[config.mk]
export PLATFORM = sky130hd
export DESIGN_NAME = pool_window_addr_gen
export DESIGN_NICKNAME = d
export VERILOG_FILES = /design/src/rtl/pool_pkg.sv /design/src/rtl/win_idx_counter.sv /design/src/rtl/pool_window_addr_gen.sv
export SDC_FILE = /design/constraint.sdc
export NUM_CORES = 1
export LEC_CHECK = 0
export ABC_AREA = 1
export CAP_MARGIN = 20
export CELL_PAD_IN_SITES_DETAIL_PLACEMENT = 0
export CELL_PAD_IN_SITES_GLOBAL_PLACEMENT = 1
export CORE_MARGIN = 2
export CORE_UTILIZATION = 45
export CTS_CLUSTER_DIAMETER = 40
export DETAILED_ROUTE_END_ITERATION = 6
export DONT_BUFFER_PORTS = 1
export PLACE_DENSITY_LB_ADDON = 0.1
export SLEW_MARGIN = 20
export SYNTH_ARGS = -nofsm -noshare
export SYNTH_HDL_FRONTEND = slang
export SYNTH_SLANG_ARGS = --single-unit
export TNS_END_PERCENT = 10
[constraint.sdc]
create_clock -name clk -period 2.55 [get_ports clk]
set_input_delay 0.1275 -clock clk [delete_from_list [all_inputs] [get_ports clk]]
set_output_delay 0.1275 -clock clk [all_outputs]
set_load 0.02 [all_outputs]
[src/rtl/pool_pkg.sv]
// rtl/pool_pkg.sv - shared state type and sizing helpers for the pooling window address generator
//
// Contents:
//   pool_state_e  FSM states of the address generator (IDLE, RUN, DONE)
//   win_count     number of whole POOL-wide windows along one image dimension
//   cnt_width     register width able to hold 0..n-1, never narrower than 1 bit
package pool_pkg;

    typedef enum logic [1:0] {
        IDLE = 2'd0,
        RUN  = 2'd1,
        DONE = 2'd2
    } pool_state_e;

    // Leftover columns/rows that do not fill a whole window are simply dropped.
    function automatic int win_count(input int dim, input int pool);
        return dim / pool;
    endfunction

    function automatic int cnt_width(input int n);
        return (n <= 1) ? 1 : $clog2(n);
    endfunction

endpackage

[src/rtl/win_idx_counter.sv]
// rtl/win_idx_counter.sv - nested column/row/channel window index counter
//
// Ports:
//   clk, reset  clock, asynchronous active-high reset
//   clear       synchronous return to window (0,0) of channel 0
//   advance     step to the next window (column fastest, then row, then channel)
//   ch          channel of the current window
//   col_wrap    current window is the last one of its row
//   row_wrap    current window is the last one of its channel
//   last        current window is the final one of the whole scan
module win_idx_counter
    import pool_pkg::*;
#(
    parameter int WIN_PER_ROW = 12,
    parameter int WIN_PER_COL = 12,
    parameter int NUM_CH      = 1,
    parameter int CH_W        = 1
) (
    input  logic            clk,
    input  logic            reset,
    input  logic            clear,
    input  logic            advance,
    output logic [CH_W-1:0] ch,
    output logic            col_wrap,
    output logic            row_wrap,
    output logic            last
);

    localparam int COL_W = cnt_width(WIN_PER_ROW);
    localparam int ROW_W = cnt_width(WIN_PER_COL);

    logic [COL_W-1:0] col_q;
    logic [ROW_W-1:0] row_q;
    logic [CH_W-1:0]  ch_q;

    assign col_wrap = (col_q == COL_W'(WIN_PER_ROW - 1));
    assign row_wrap = col_wrap && (row_q == ROW_W'(WIN_PER_COL - 1));
    assign last     = row_wrap && (ch_q == CH_W'(NUM_CH - 1));
    assign ch       = ch_q;

    always_ff @(posedge clk or posedge reset) begin
        if (reset) begin
            col_q <= '0;
            row_q <= '0;
            ch_q  <= '0;
        end else if (clear) begin
            col_q <= '0;
            row_q <= '0;
            ch_q  <= '0;
        end else if (advance) begin
            if (last) begin
                // Wrap back to the first window so the next scan starts clean.
                col_q <= '0;
                row_q <= '0;
                ch_q  <= '0;
            end else if (row_wrap) begin
                col_q <= '0;
                row_q <= '0;
                ch_q  <= ch_q + 1'b1;
            end else if (col_wrap) begin
                col_q <= '0;
                row_q <= row_q + 1'b1;
            end else begin
                col_q <= col_q + 1'b1;
            end
        end
    end

endmodule

[src/rtl/pool_window_addr_gen.sv]
// rtl/pool_window_addr_gen.sv - POOL x POOL window read-address generator for the pooling stage
//
// Ports:
//   clk, reset  clock, asynchronous active-high reset
//   start       begin a scan (taken only while idle)
//   abort       synchronous cancel, back to idle without a done pulse
//   out_ready   consumer accepts the presented window
//   out_valid   addr/ch/last are valid
//   addr        POOL*POOL addresses, element k=i*POOL+j at [k*ADDR_W +: ADDR_W]
//   ch          channel of the presented window
//   last        presented window is the final one of the scan
//   busy        generator is not idle
//   done        one-cycle pulse after the final window is transferred
module pool_window_addr_gen
    import pool_pkg::*;
#(
    parameter int IMG_W  = 24,
    parameter int IMG_H  = 24,
    parameter int NUM_CH = 1,
    parameter int POOL   = 2,
    parameter int ADDR_W = $clog2(NUM_CH * IMG_W * IMG_H)
) (
    input  logic                          clk,
    input  logic                          reset,
    input  logic                          start,
    input  logic                          abort,
    input  logic                          out_ready,
    output logic                          out_valid,
    output logic [POOL*POOL*ADDR_W-1:0]   addr,
    output logic [$clog2(NUM_CH):0]       ch,
    output logic                          last,
    output logic                          busy,
    output logic                          done
);

    localparam int NK          = POOL * POOL;
    localparam int CH_W        = $clog2(NUM_CH) + 1;
    localparam int WIN_PER_ROW = win_count(IMG_W, POOL);
    localparam int WIN_PER_COL = win_count(IMG_H, POOL);
    localparam int CH_SIZE     = IMG_W * IMG_H;
    localparam int TAIL        = IMG_W - WIN_PER_ROW * POOL;

    // Address increments, all compile-time constants:
    //   next column: +POOL
    //   next row:    skip the remaining POOL-1 lines of the window band plus
    //                the unused tail columns, then +POOL as usual
    //   next chan:   from the last window of a channel to (0,0) of the next
    localparam logic [ADDR_W-1:0] STEP_COL = ADDR_W'(POOL);
    localparam logic [ADDR_W-1:0] STEP_ROW = ADDR_W'((POOL - 1) * IMG_W + TAIL + POOL);
    localparam logic [ADDR_W-1:0] STEP_CH  =
        ADDR_W'(CH_SIZE - (WIN_PER_COL - 1) * POOL * IMG_W - (WIN_PER_ROW - 1) * POOL);

    if (IMG_W < POOL || IMG_H < POOL || POOL < 1 || NUM_CH < 1) begin : g_bad_params
        $error("pool_window_addr_gen: need IMG_W>=POOL, IMG_H>=POOL, POOL>=1, NUM_CH>=1");
    end

    function automatic logic [ADDR_W-1:0] win0_addr(input int k);
        return ADDR_W'((k / POOL) * IMG_W + (k % POOL));
    endfunction

    pool_state_e       state_q, state_d;
    logic              xfer, final_xfer, preset, cnt_clear;
    logic              col_wrap, row_wrap, cnt_last;
    logic [CH_W-1:0]   ch_cnt;
    logic [ADDR_W-1:0] addr_q [NK];
    logic [ADDR_W-1:0] step;

    // abort takes priority over a transfer presented in the same cycle
    assign xfer       = (state_q == RUN) && out_ready && !abort;
    assign final_xfer = xfer && cnt_last;
    assign cnt_clear  = abort || ((state_q == IDLE) && start);
    assign preset     = cnt_clear || final_xfer;

    win_idx_counter #(
        .WIN_PER_ROW (WIN_PER_ROW),
        .WIN_PER_COL (WIN_PER_COL),
        .NUM_CH      (NUM_CH),
        .CH_W        (CH_W)
    ) u_idx (
        .clk      (clk),
        .reset    (reset),
        .clear    (cnt_clear),
        .advance  (xfer),
        .ch       (ch_cnt),
        .col_wrap (col_wrap),
        .row_wrap (row_wrap),
        .last     (cnt_last)
    );

    always_ff @(posedge clk or posedge reset) begin
        if (reset) begin
            state_q <= IDLE;
        end else begin
            state_q <= state_d;
        end
    end

    always_comb begin
        state_d = state_q;
        case (state_q)
            IDLE:    if (start && !abort) state_d = RUN;
            RUN:     if (abort) state_d = IDLE;
                     else if (final_xfer) state_d = DONE;
            DONE:    state_d = IDLE;
            default: state_d = IDLE;
        endcase
    end

    always_comb begin
        step = STEP_COL;
        if (row_wrap) begin
            step = STEP_CH;
        end else if (col_wrap) begin
            step = STEP_ROW;
        end
    end

    always_ff @(posedge clk or posedge reset) begin
        if (reset) begin
            for (int k = 0; k < NK; k++) addr_q[k] <= win0_addr(k);
        end else if (preset) begin
            for (int k = 0; k < NK; k++) addr_q[k] <= win0_addr(k);
        end else if (xfer) begin
            for (int k = 0; k < NK; k++) addr_q[k] <= addr_q[k] + step;
        end
    end

    always_comb begin
        addr = '0;
        for (int k = 0; k < NK; k++) addr[k*ADDR_W +: ADDR_W] = addr_q[k];
    end

    assign out_valid = (state_q == RUN);
    assign last      = out_valid && cnt_last;
    assign busy      = (state_q != IDLE);
    assign done      = (state_q == DONE) && !abort;
    assign ch        = ch_cnt;

endmodule

# [After elaboration in Yosys (flattened, before gate mapping)]
# Index checks and enable logic that the tools add are counted.
[totals] regBits=51 latch_bits=0 ramBits=0 romBits=0 inputBits=5 wordCells=65 memories=0
[op_classes] add_sub_neg=7 n_mul=0 div=0 n_lt_le_gt_ge=0 eq_ne=6 n_shift=0 n_mux=22 bitwise_logic=1 n_reduce_logical=21
[ops] operator="two-way mux 40 bit" n=2
[ops] operator="adder 10 bit" n=4
[ops] operator="two-way mux 4 bit" n=10
[ops] operator="two-way mux 5 bit" n=2
[ops] operator="logical AND 1 bit" n=9
[ops] operator="adder 4 x 1 -> 4 bit, second input constant" n=2
[ops] operator="== test 4 bit, second input constant" n=2
[ops] operator="two-way mux 2 bit" n=3
[ops] operator="AND reduction 2 bit" n=3
[ops] operator="nonzero test 2 bit" n=3
[ops] operator="two-way mux 1 bit" n=4
[ops] operator="case mux 2 bit (2 select lines)" n=1
[ops] operator="nonzero test 4 bit" n=1
[ops] operator="!= test 3 x 2 -> 1 bit, second input constant" n=1
[ops] operator="nonzero test 3 bit" n=1
[ops] operator="== test 2 x 1 -> 1 bit, second input constant" n=1
[ops] operator="== test 2 bit, second input constant" n=1
[ops] operator="zero test 2 bit" n=1
[ops] operator="logical OR 1 bit" n=2
[ops] operator="!= test 2 x 1 -> 1 bit, second input constant" n=1
[ops] operator="adder 1 bit, second input constant" n=1
[ops] operator="zero test 1 bit" n=1
[ops] operator="inverter 1 bit" n=1

# [Longest topological paths before layout]
[depth] ltp_word=7 ltp_mapped=13 depth_no_buf=12

# [Modules after synthesis]
# Synthesis repeated with hierarchy kept, for this count alone.
[unflattened] cells_unflattened=439 area_unflattened_um2=3106.7
[by_module_without_submodules] module="pool_window_addr_gen" instances=1 cells_each=378 area_each_um2=2607.5 seq_area_each_um2=982.2
[by_module_without_submodules] module="win_idx_counter" instances=1 cells_each=61 area_each_um2=499.2 seq_area_each_um2=225.2

# [Worst setup path after synthesis]
# Ideal clock, no wire load.
[synth_timing] path_type="register to register" start="reg u_idx.col_q[0]" end="reg addr_q (netlist bit addr[17])" t_arrival_ns=1.731 t_required_ns=2.431 setup_slack_ns=0.699 stages_incl_launch_ff=13 path_buffers=1 path_cell_list="dfrtp_1 > ha_1 > buf_4 > nand3_4 > inv_4 > ha_1 > inv_1 > nor2_1 > nor2_1 > o21ai_2 > nand2_1 > o21ai_2 > nor2_1"
[synth_between] elab_chain_len=6
[synth_lines] element="start: declaration" line="win_idx_counter.sv:32" rtl="logic [COL_W-1:0] col_q;"
[synth_lines] element="start signal: assignment" line="win_idx_counter.sv:64" rtl="col_q <= col_q + 1'b1;"
[synth_lines] element="== test 4 bit (*)" line="win_idx_counter.sv:36" rtl="assign col_wrap = (col_q == COL_W'(WIN_PER_ROW - 1));"
[synth_lines] element="two-way mux 5 bit / logical AND 1 bit (equally long branches)" line="pool_window_addr_gen.sv:113, win_idx_counter.sv:37"
[synth_lines] element="two-way mux 5 bit / logical AND 1 bit (equally long branches)" line="pool_window_addr_gen.sv:111, win_idx_counter.sv:38"
[synth_lines] element="adder 10 bit / logical AND 1 bit (equally long branches)" line="pool_window_addr_gen.sv:124, pool_window_addr_gen.sv:70"
[synth_lines] element="two-way mux 40 bit / logical OR 1 bit (equally long branches)" line="pool_window_addr_gen.sv:123, pool_window_addr_gen.sv:72"
[synth_lines] element="two-way mux 40 bit / nonzero test 2 bit (equally long branches)"
[synth_lines] element="end: declaration" line="pool_window_addr_gen.sv:65" rtl="logic [ADDR_W-1:0] addr_q [NK];"
# Every way passes the cells marked *; elsewhere a longest branch is shown, timed or not. The select of a mux whose other input is x is not followed.
# A chain may end at the register's enable or synchronous reset.

# [Final worst setup path]
[layout_timing] start="reg u_idx.col_q[0]" end="out last"
[layout_between] elab_chain_len=4
[layout_lines] element="== test 4 bit" line="win_idx_counter.sv:36"
[layout_lines] element="logical AND 1 bit" line="win_idx_counter.sv:37" rtl="assign row_wrap = col_wrap && (row_q == ROW_W'(WIN_PER_COL - 1));"
[layout_lines] element="logical AND 1 bit" line="win_idx_counter.sv:38" rtl="assign last = row_wrap && (ch_q == CH_W'(NUM_CH - 1));"
[layout_lines] element="logical AND 1 bit" line="pool_window_addr_gen.sv:134" rtl="assign last = out_valid && cnt_last;"
[layout_lines] element="end: declaration" line="pool_window_addr_gen.sv:31" rtl="output logic last,"
# No other way between the ends.

==> metrics.cfg <==
[status]
outcome = finished clean

[synthesis]
synth_compound_area_share_pct = 9.54
async_flop_share_pct = 100
synth.avg_cell_area_um2 = 7.73
synth.cell_area_um2 = 2810
synth_warnings = 0
synth_edf_count = 0
yosysUniqueCellTypes = 33
ys_seq_area_share_pct = 43.0
synth_top_family_by_area = simple AND/OR/NAND/NOR gates
ys.flop_type = dfrtp_1
muxShareOfSynthArea_pct = 0
syn_inst = 363
synth-seq-cells = 48
synth-adder-area-share_pct = 3.57
synth-xor-area-share_pct = 2.18
synthSimpleGateAreaFrac_pct = 31.4

[global_route]
top_usage_layer = met2
antenna_found_initial = 0
grt_overflow = 0
met3_usage_pct = 5.77
grt_util_met2_pct = 31.7
grt_pass1_wl_mm = 11.0
grt_usage_pct = 19.4
grt_pass1_vias = 2214
grt_max_degree = 49
grt.met1_usage_pct = 25.4

[floorplanning]
ioPinCount = 50
start_util_pct = 46.8
die_y_um = 83.0
rows = 28
dieArea_um2 = 6880
core_um2 = 5990
die_x_um = 83.0

[critical_path]
critPathArrivalTime_ns = 2.01
worstSetupPathType = register to output port
cp.required_ns = 2.42
critPathMaxFanout = 9
cp-end-kind = output port
start_kind = register

[place]
place_congestion = 0.812
portBuffers = 0
post-place-ws_ns = 0.513
place_inst = 431
dpl.hpwl_mm = 4.45

[clocking]
clock-sinks = 48
ctsResizeCount = 0
cts_hold_buf = 2
clock_latency_ns = 0.30
numCtsBuffers = 5
cts_setup_buffers = 0
htreeDepth = 2
cts_tree = done
cts.clk_slew.worst_paths_ns = 0.09
clockBufferDepth = 2
root_buffer = clkbuf_8

[detailed_routing]
dr.pass1.iters = 4
drcViolationCount = 0
via_per_inst = 5.15
drt_wl_total_mm = 6.20
drtIter0Drc = 87
vias = 2269
ant_nets = 0
wl_per_cell_um = 14.1

[timing]
clock_skew_ns = 0.00675
fin_setup_tns_ns = 0
slew_headroom_pct = 43.1
period_needed_ns = 2.14
final_max_slew_viol_count = 0
fmax_mhz = 468
fin_ws_ns = 0.414
tightest_slew_ns = 0.852
fin_crit_sh_pct = 83.8
hold_viol = 0
rsz0062_at_grt = no
setup_violations = 0

[run]
cap_violations = 0

[cells_and_area]
n_antenna_cell = 0
final_nets = 378
final_common_cell = nand2_1
layout-drive-gt1-share_pct = 12.3
layout_common_cells = 77 x nand2_1, 46 x inv_1, 46 x nor2_1, 43 x dfrtp_1, 35 x nand3_1
area_growth_pct = 5.22
fin_cells = 441

[power_and_ir_drop]
vdd_drop_max_v = 0.000321
p_leak_nw = 1.47
power.density_nw_per_um2 = 467

[min_path]
hp-class = primary input to register

metrics by stage:
stage / area [µm²] / util, % / hold slack [ns] / total power [mW]
final: 2950 / 49.3 / 0.0253 / 1.38
after global routing: 2950 / 49.3 / 0.0390 / 1.46
after CTS: 2950 / 49.3 / 0.0138 / 1.40
after detailed placement: 2840 / 47.4 / 0.279 / 0.913
after global placement: 2840 / 47.4 / 0.280 / 0.913
after floorplan: 2810 / - / 0.273 / 0.894
final timing paths:
path / from / to / slack [ns] / cells past startpoint
worst max-delay path: u_idx.col_q[0]$_DFFE_PP0P_ / last / 0.41 / 6
worst min-delay path: abort / state_q[0]$_DFFE_PP0P_ / 0.03 / 3
max in group asynchronous: reset / addr[14]$_DFFE_PP0P_ / 1.62 / 2
worst max register to register: u_idx.col_q[0]$_DFFE_PP0P_ / addr[17]$_DFFE_PP0P_ / 0.50 / 11
min in group asynchronous: reset / state_q[0]$_DFFE_PP0P_ / 0.42 / 2
worst min register to register: u_idx.row_q[1]$_DFFE_PP0P_ / u_idx.row_q[1]$_DFFE_PP0P_ / 0.55 / 2
Yosys cell counts (all sizes together) (8+ instances only):
master | instances | area, µm²
nand3 | 39 | 223
buf | 10 | 81.3
o21ai | 16 | 95.1
ha | 8 | 100
nand2 | 88 | 358
a21oi | 11 | 62.6
nand4 | 11 | 68.8
dfrtp | 43 | 1080
nor2 | 48 | 185
inv | 53 | 204
where the power goes:
group          total (mW)  internal (mW)  switching, mW
Combinational       0.112         0.0263         0.0857
Sequential          0.787          0.772         0.0144
Clock               0.481          0.221          0.260
final cells by class:
class,count,area (µm²)
clock buffers,7,86.3
clock inverters,1,7.51
fillers,589,3040
inverters,53,205
multi-input cells,253,1320
flip-flops and latches,48,1210
well taps,75,93.8
repair buffers,4,35.0
sequential cells by signal, summed over array words and instances, names as in the netlist:
signal	cells
addr	37
u_idx.col_q	4
state_q	2
u_idx.ch	1
u_idx.row_q	4
critical path, stage by stage, from the launching register on:
cell and delay [ns]:
dfrtp_1 0.41, ha_1 0.39, nand3_4 0.20, inv_4 0.15, nand3_1 0.15, nor3_1 0.22, buf_4 0.18
logic make-up (layout without fill, tap and decap cells):
kind of cell | count (synthesis) | in the layout
and+or+nand+nor | 194 | 194
buffers and inverters | 63 | 65
DFF | 48 | 48
AOI/OAI and AO/OA | 42 | 42
adders and majority gates | 8 | 8
xor gates and xnor gates | 7 | 7
other | 1 | 2
metal layers:
layer,vias up,share of wire [%]
met3,7,6.8
met5,-,0
met4,0,1.3
met2,66,47
li1,1173,-
met1,1023,45
(Power assumes the default switching activity.)
